[config.mk]
export PLATFORM = sky130hd
export DESIGN_NAME = keccak_squeeze_ser_flat
export DESIGN_NICKNAME = d
export VERILOG_FILES = /design/src/rtl/keccak_squeeze_ser_pkg.sv /design/src/rtl/keccak_squeeze_ser_if.sv /design/src/rtl/keccak_squeeze_ser_lane_swap.sv /design/src/rtl/keccak_squeeze_ser.sv /design/src/flat_wrapper.sv
export SDC_FILE = /design/constraint.sdc
export NUM_CORES = 2
export LEC_CHECK = 0
export ABC_CLOCK_PERIOD_IN_PS = 76200
export CAP_MARGIN = 20
export CORE_AREA = 10 10 545 547
export CTS_CLUSTER_DIAMETER = 120
export DETAILED_ROUTE_END_ITERATION = 6
export DIE_AREA = 0 0 555 557
export PLACE_DENSITY = 0.52
export SLEW_MARGIN = 25
export SYNTH_ARGS = -nofsm -noshare
export SYNTH_HDL_FRONTEND = slang
export SYNTH_SLANG_ARGS = --single-unit
[constraint.sdc]
create_clock -name i_clk -period 76.2 [get_ports i_clk]
set_input_delay 15.24 -clock i_clk [delete_from_list [all_inputs] [get_ports i_clk]]
set_output_delay 15.24 -clock i_clk [all_outputs]
set_load 0.005 [all_outputs]
[src/rtl/keccak_squeeze_ser_pkg.sv]
// Shared Keccak squeeze definitions: lane geometry, rate presets and the
// serializer state encoding.
package keccak_squeeze_ser_pkg;

    localparam int BW_LANE        = 64;
    localparam int RATE_SHAKE128  = 21;
    localparam int RATE_SHAKE256  = 17;

    localparam logic [1:0] ST_IDLE = 2'd0;
    localparam logic [1:0] ST_REQ  = 2'd1;
    localparam logic [1:0] ST_WAIT = 2'd2;
    localparam logic [1:0] ST_EMIT = 2'd3;

endpackage

[src/rtl/keccak_squeeze_ser_if.sv]
// Squeeze serializer bus: permutation handshake towards the round engine and
// the byte-keep word stream towards the XOF consumer.
interface keccak_squeeze_ser_if
    import keccak_squeeze_ser_pkg::*;
#(
    parameter int RATE_LANES = RATE_SHAKE128,
    parameter int BW_LEN     = 16,
    parameter int BW_DATA    = BW_LANE
);
    logic                       i_start;
    logic [BW_LEN-1:0]          i_len;
    logic                       o_perm_req;
    logic                       i_state_vld;
    logic [RATE_LANES*64-1:0]   i_state;
    logic [BW_DATA-1:0]         o_data;
    logic                       o_data_vld;
    logic                       i_data_rdy;
    logic [7:0]                 o_data_keep;
    logic                       o_data_last;
    logic                       o_busy;

    modport master (
        input  i_start, i_len, i_state_vld, i_state, i_data_rdy,
        output o_perm_req, o_data, o_data_vld, o_data_keep, o_data_last, o_busy
    );

    modport slave (
        output i_start, i_len, i_state_vld, i_state, i_data_rdy,
        input  o_perm_req, o_data, o_data_vld, o_data_keep, o_data_last, o_busy
    );
endinterface

[src/rtl/keccak_squeeze_ser_lane_swap.sv]
// Byte reversal of one lane so lane byte 0 lands in the top byte, with the
// bytes beyond the requested count zeroed and flagged in an MSB-first keep.
module keccak_squeeze_ser_lane_swap
    import keccak_squeeze_ser_pkg::*;
(
    input  logic [BW_LANE-1:0] lane,
    input  logic [3:0]         nbytes,
    output logic [BW_LANE-1:0] data,
    output logic [7:0]         keep
);
    always_comb begin
        data = '0;
        keep = '0;
        for (int unsigned j = 0; j < 8; j++) begin
            if (4'(j) < nbytes) begin
                data[BW_LANE-1-8*j -: 8] = lane[8*j +: 8];
                keep[7-j]                = 1'b1;
            end
        end
    end
endmodule

[src/rtl/keccak_squeeze_ser.sv]
// Squeeze-side serializer: captures a permuted rate block and streams it out
// lane by lane, requesting further permutations until the byte count is met.
module keccak_squeeze_ser
    import keccak_squeeze_ser_pkg::*;
#(
    parameter int BW_DATA    = 64,
    parameter int RATE_LANES = RATE_SHAKE128,
    parameter int BW_LEN     = 16
)(
    input  logic                 i_clk,
    input  logic                 i_rst,
    keccak_squeeze_ser_if.master bus
);
    localparam int LW = (RATE_LANES > 1) ? $clog2(RATE_LANES) : 1;
    localparam logic [LW-1:0] LAST_IDX = LW'(RATE_LANES - 1);

    logic [1:0]          state;
    logic [BW_LEN-1:0]   remaining;
    logic [LW-1:0]       lane_idx;
    logic [BW_LANE-1:0]  lane_buf [RATE_LANES];

    logic [BW_LEN-1:0]   rem_step;
    logic [BW_LEN-1:0]   rem_next;
    logic [LW-1:0]       next_idx;
    logic [BW_LANE-1:0]  sel_lane;
    logic [BW_LEN-1:0]   sel_rem;
    logic [3:0]          sel_cnt;
    logic                sel_last;
    logic [BW_DATA-1:0]  swap_data;
    logic [7:0]          swap_keep;

    // Outputs are registered, so the swap works on the beat that will be
    // presented next: lane 0 of the incoming block in WAIT, the following
    // buffered lane in EMIT.
    always_comb begin
        rem_step = (remaining >= BW_LEN'(8)) ? BW_LEN'(8) : remaining;
        rem_next = remaining - rem_step;
        next_idx = (lane_idx == LAST_IDX) ? '0 : lane_idx + 1'b1;
        sel_lane = (state == ST_WAIT) ? bus.i_state[BW_LANE-1:0] : lane_buf[next_idx];
        sel_rem  = (state == ST_WAIT) ? remaining : rem_next;
        sel_cnt  = (sel_rem >= BW_LEN'(8)) ? 4'd8 : sel_rem[3:0];
        sel_last = (sel_rem <= BW_LEN'(8));
    end

    keccak_squeeze_ser_lane_swap u_lane_swap (
        .lane   (sel_lane),
        .nbytes (sel_cnt),
        .data   (swap_data),
        .keep   (swap_keep)
    );

    always_ff @(posedge i_clk or posedge i_rst) begin
        if (i_rst) begin
            state           <= ST_IDLE;
            remaining       <= '0;
            lane_idx        <= '0;
            for (int unsigned k = 0; k < RATE_LANES; k++) begin
                lane_buf[k] <= '0;
            end
            bus.o_perm_req  <= 1'b0;
            bus.o_data      <= '0;
            bus.o_data_vld  <= 1'b0;
            bus.o_data_keep <= '0;
            bus.o_data_last <= 1'b0;
            bus.o_busy      <= 1'b0;
        end else begin
            case (state)
                ST_IDLE: begin
                    if (bus.i_start && (bus.i_len != '0)) begin
                        remaining      <= bus.i_len;
                        bus.o_perm_req <= 1'b1;
                        bus.o_busy     <= 1'b1;
                        state          <= ST_REQ;
                    end
                end
                ST_REQ: begin
                    bus.o_perm_req <= 1'b0;
                    state          <= ST_WAIT;
                end
                ST_WAIT: begin
                    if (bus.i_state_vld) begin
                        for (int unsigned k = 0; k < RATE_LANES; k++) begin
                            lane_buf[k] <= bus.i_state[64*k +: 64];
                        end
                        lane_idx        <= '0;
                        bus.o_data      <= swap_data;
                        bus.o_data_keep <= swap_keep;
                        bus.o_data_last <= sel_last;
                        bus.o_data_vld  <= 1'b1;
                        state           <= ST_EMIT;
                    end
                end
                ST_EMIT: begin
                    if (bus.o_data_vld && bus.i_data_rdy) begin
                        remaining <= rem_next;
                        if (rem_next == '0) begin
                            lane_idx        <= '0;
                            bus.o_data      <= '0;
                            bus.o_data_keep <= '0;
                            bus.o_data_last <= 1'b0;
                            bus.o_data_vld  <= 1'b0;
                            bus.o_busy      <= 1'b0;
                            state           <= ST_IDLE;
                        end else if (lane_idx == LAST_IDX) begin
                            lane_idx        <= '0;
                            bus.o_data      <= '0;
                            bus.o_data_keep <= '0;
                            bus.o_data_last <= 1'b0;
                            bus.o_data_vld  <= 1'b0;
                            bus.o_perm_req  <= 1'b1;
                            state           <= ST_REQ;
                        end else begin
                            lane_idx        <= next_idx;
                            bus.o_data      <= swap_data;
                            bus.o_data_keep <= swap_keep;
                            bus.o_data_last <= sel_last;
                        end
                    end
                end
                default: state <= ST_IDLE;
            endcase
        end
    end
endmodule

[src/flat_wrapper.sv]
// flat-port wrapper written by rule: the top's interface ports become plain ports
module keccak_squeeze_ser_flat import keccak_squeeze_ser_pkg::*;
#(
    parameter int BW_DATA    = 64,
    parameter int RATE_LANES = RATE_SHAKE128,
    parameter int BW_LEN     = 16
)
  (i_clk, i_rst, bus_i_start, bus_i_len, bus_i_state_vld, bus_i_state, bus_i_data_rdy, bus_o_perm_req, bus_o_data, bus_o_data_vld, bus_o_data_keep, bus_o_data_last, bus_o_busy);
  keccak_squeeze_ser_if #(.RATE_LANES(RATE_LANES), .BW_LEN(BW_LEN), .BW_DATA(BW_DATA)) bus_i ();
  input  logic i_clk;
  input  logic i_rst;
  input wire logic [$bits(bus_i.i_start)-1:0] bus_i_start;
  input wire logic [$bits(bus_i.i_len)-1:0] bus_i_len;
  input wire logic [$bits(bus_i.i_state_vld)-1:0] bus_i_state_vld;
  input wire logic [$bits(bus_i.i_state)-1:0] bus_i_state;
  input wire logic [$bits(bus_i.i_data_rdy)-1:0] bus_i_data_rdy;
  output wire logic [$bits(bus_i.o_perm_req)-1:0] bus_o_perm_req;
  output wire logic [$bits(bus_i.o_data)-1:0] bus_o_data;
  output wire logic [$bits(bus_i.o_data_vld)-1:0] bus_o_data_vld;
  output wire logic [$bits(bus_i.o_data_keep)-1:0] bus_o_data_keep;
  output wire logic [$bits(bus_i.o_data_last)-1:0] bus_o_data_last;
  output wire logic [$bits(bus_i.o_busy)-1:0] bus_o_busy;
  assign bus_i.i_start = bus_i_start;
  assign bus_i.i_len = bus_i_len;
  assign bus_i.i_state_vld = bus_i_state_vld;
  assign bus_i.i_state = bus_i_state;
  assign bus_i.i_data_rdy = bus_i_data_rdy;
  assign bus_o_perm_req = bus_i.o_perm_req;
  assign bus_o_data = bus_i.o_data;
  assign bus_o_data_vld = bus_i.o_data_vld;
  assign bus_o_data_keep = bus_i.o_data_keep;
  assign bus_o_data_last = bus_i.o_data_last;
  assign bus_o_busy = bus_i.o_busy;
  keccak_squeeze_ser #(.BW_DATA(BW_DATA), .RATE_LANES(RATE_LANES), .BW_LEN(BW_LEN)) u_core (.i_clk(i_clk), .i_rst(i_rst), .bus(bus_i));
endmodule
==> results.md <==
- Outcome: finished clean
- HP Class: flop to flop
- Port Buffers: 1,440
- CTS Sinks: 1,443
- Synthesized area per cell: 12.5 um2
- Synth area leaders: dfrtp_1 55%, mux2_2 23%, mux2i_1 4.5%, nand2_1 2.9%, a21oi_1 2.2%
- Area taken by multi-input logic gates: 28,900 um2
- Yosys warns: 0
- Async set-reset flop share out of synthesis: 100%
- CTS tree: built
- Placed cell area: 85,500 um2
- Grt ovf: 0
- Syn_nets: 6,648
- Vias/cell: 4.92
- Clk_lat worst skew: 0.85 ns
- Max Cap Viol: 0
- Die H: 557 um
- CP Buf/Inv Count: 5
- Level count of the clock H-tree: 4
- DR pass1 iterations: 7
- Commonest cells in the synthesized netlist: 1,443 x dfrtp_1, 1,349 x mux2_2, 511 x nand2_1
- Slowest CP cell: buf_4
- Residual DRC count: 0
- Final HPWL DP: 294,000 um
- Post-Syn Area: 66,100 um2
- Count leader, synth: dfrtp_1
- Clk buf depth: 4
- Initial antenna violation count: 232
- Postcts setup bufs: 0
- Reg2reg path depth: 13
- CP Cell Sequence: clkdlybuf4s50_1 > nand2_4 > buf_12 > buf_4 > buf_4 > buf_4 > mux2_2
- Pwr per Cell Area: 42.6 nW/um2
- Critical path required time: 76.90 ns
- Largest net degree at the start of global routing: 173
- CTS Root Cell: clkbuf_16
- Cts hold-fix bufs: 0
- Sw Ratio: 39.3%
- Crit. Startpoint: bus_i_state_vld
- Worst-path clk slew: 0.05 ns
- Final nets: 8,008
- Setup crit end: u_core.lane_buf[379]$_DFFE_PP0P_
- Clock buffer count from CTS: 179
- Layout overhead on the synthesized area: 38.9%
- Clk pwr share: 22.3%
- PostCTS Resize Cnt: 0
- Net switching power of the design: 1.54 mW
- Synthesized flop and latch total: 1,443
- Top-area cell type share of the netlist area: 54.7%
- Remaining antenna violation count after routing: 0
- Max Fanout on Critical Path: 154
- Worst setup EP type: flop
- Worst Clk Skew: 0.0327 ns
- Post-route setup TNS: 0 ns
- Most common cell on crit path: buf_4
- Delay of the slowest cell on the worst path: 0.91 ns
- WS Path Type: input port to flop
- Gr usage total: 23.0%
- Worst r2r src: u_core.lane_idx[0]$_DFFE_PP0P_
- Ports: 1,441
- Achievable Freq: 51.2 MHz
- Period minus WS final: 19.52 ns
- Routability congestion estimate: 0.890
- Fin cells: 10.7k
- Stages on worst setup path: 7
- Max IR drop VDD: 0.0000287 V
- Slew @ Worst Pin: 1.45 ns
- Setup violations, final: 0
- Fin Hold WS: 0.479 ns
- Final wirelength: 374,000 um
- Core area: 286,000 um2
- Relative slew slack: 3.18%
- Mapped Cells: 5,275
- Seq. cell area: 36,100 um2
- FF-to-FF End: u_core.bus.o_data[56]$_DFFE_PP0P_
- Leak: 37.2 nW
- Vias in the first global route: 54.2k
- WL/cell: 35.1 um
- Unrepaired setup endpoints after global routing: false
- Initial DRC count: 4,444
- Yosys cell types: 74
- Reg2Reg Setup Slack: 69.24 ns
- Die Width: 555 um
- Seq pwr share: 35.8%
- Filler Cell Count: 28.8k
- Final Cell Area: 91,800 um2
- Slew Limit Fails: 0
- Worst Path Arrival: 20.23 ns
- Share of cells above drive strength 1: 28.0%
- Combinational power share: 41.9%
- Final hold violation count: 0
- Row Count: 197
- Startpoint Class: input port
- Post-synthesis sequential area ratio: 54.7%
- First-pass GRT wire length: 491,000 um
- Delay-heaviest family, CP: buffers and inverters
- P_int: 2.37 mW
- Post-synth top flop: dfrtp_1
- Period utilisation layout: 25.6%
- Area leader, netlist: dfrtp_1
- Total die area: 309,000 um2
- Placed Cells: 10.2k
- DR vias: 52.4k
- Initial Utilization: 23.1%
- EDFF count, synth: 0
-- routing by layer --
layer / vias up / track usage (%) / wire length (um)
met3: 592 / 7.19 / 31600
met5: - / 0 / 908
met2: 2303 / 36.9 / 173000
li1: 22400 / - / -
met4: 138 / 7.38 / 12200
met1: 27000 / 29.4 / 156000
-- layout by cell type (no fill, tap or decap), drive strengths merged, types with 31 or more instances in the layout --
master	count
mux2	1349
buf	157
o311a	47
diode	113
a21oi	295
dfrtp	1443
o21ai	88
nor4	59
clkinv	31
a22oi	54
a221oi	86
nand2	511
a211oi	31
o22ai	191
a32oi	40
clkbuf	252
clkdlybuf4s50	1440
nor2	89
mux2i	295
-- worst register-to-register path: stages (launching register included) --
cell and delay, ns:
dfrtp_4 0.87, inv_4 0.46, ha_1 0.42, and4b_2 0.34
buf_4 0.24, nor2_4 0.44, buf_4 0.70, buf_4 0.84
buf_4 0.80, mux2i_1 0.29, o22ai_1 0.17, nor4_2 0.92
o311a_1 0.24, a221oi_1 0.05
-- worst min path at each step --
stage	end	from	slack [ns]	cells past startpoint
after floorplan	u_core.lane_buf[1105]$_DFFE_PP0P_	u_core.lane_buf[1105]$_DFFE_PP0P_	0.47	1
after global placement	u_core.bus.o_data[58]$_DFFE_PP0P_	u_core.bus.o_data[58]$_DFFE_PP0P_	0.46	2
after detailed placement	u_core.bus.o_data[33]$_DFFE_PP0P_	u_core.bus.o_data[33]$_DFFE_PP0P_	0.47	2
after CTS	u_core.bus.o_data[28]$_DFFE_PP0P_	u_core.bus.o_data[28]$_DFFE_PP0P_	0.49	2
after global routing	u_core.bus.o_data[28]$_DFFE_PP0P_	u_core.bus.o_data[28]$_DFFE_PP0P_	0.51	2
final	u_core.bus.o_data_keep[4]$_DFFE_PP0P_	u_core.bus.o_data_keep[4]$_DFFE_PP0P_	0.48	2
-- state kept, by name, summed over array words and instances, names as in the netlist, 2 cells and up --
register / cells
u_core.lane_idx: 5
u_core.bus.o_data_keep: 8
u_core.bus.o_data: 64
u_core.remaining: 16
u_core.state: 2
u_core.lane_buf: 1344
-- logic make-up (layout without fill, tap and decap cells) --
family,after synthesis,after routing,synth area share [%]
multiplexers,1653,1653,27.8
flip-flops,1443,1443,54.7
AO/OA/AOI/OAI,971,971,9.81
AND/OR/NAND/NOR,764,764,5.04
buffers and inverters,432,1925,2.53
adder cells (fa/ha/maj),8,8,0.152
XOR/XNOR,3,3,0.0398
other,1,114,0.00568
-- layout make-up --
type                            count  share of cell area (%)
Sequential cell                  1443                    39.4
Multi-Input combinational cell   3400                    31.5
Timing Repair Buffer             1597                    17.2
Clock buffer                      252                    5.61
Tap cell                         3781                    5.16
Clock inverter                     62                   0.832
Antenna cell                      113                   0.308
Inverter                           14                  0.0682
-- power by group through the flow --
| stage | combinational, mW | sequential (mW) | clock (mW) |
|---|---|---|---|
| 6_report | 1.64 | 1.40 | 0.874 |
| 3_3_place_gp | 1.62 | 1.39 | 0 |
| 2_1_floorplan | 0.962 | 1.31 | 0 |
| 3_5_place_dp | 1.65 | 1.41 | 0 |
| 4_1_cts | 1.66 | 1.39 | 0.894 |
| 5_1_grt | 1.75 | 1.44 | 0.923 |
-- through the flow --
step	setup WS [ns]	util (%)	total power, mW
CTS	56.82	31.9	3.94
detailed placement	55.90	29.9	3.06
global route	56.32	32.0	4.11
finish	56.68	32.0	3.91
floorplan	20.26	-	2.28
global placement	56.00	29.8	3.01
(Power assumes the default switching activity.)
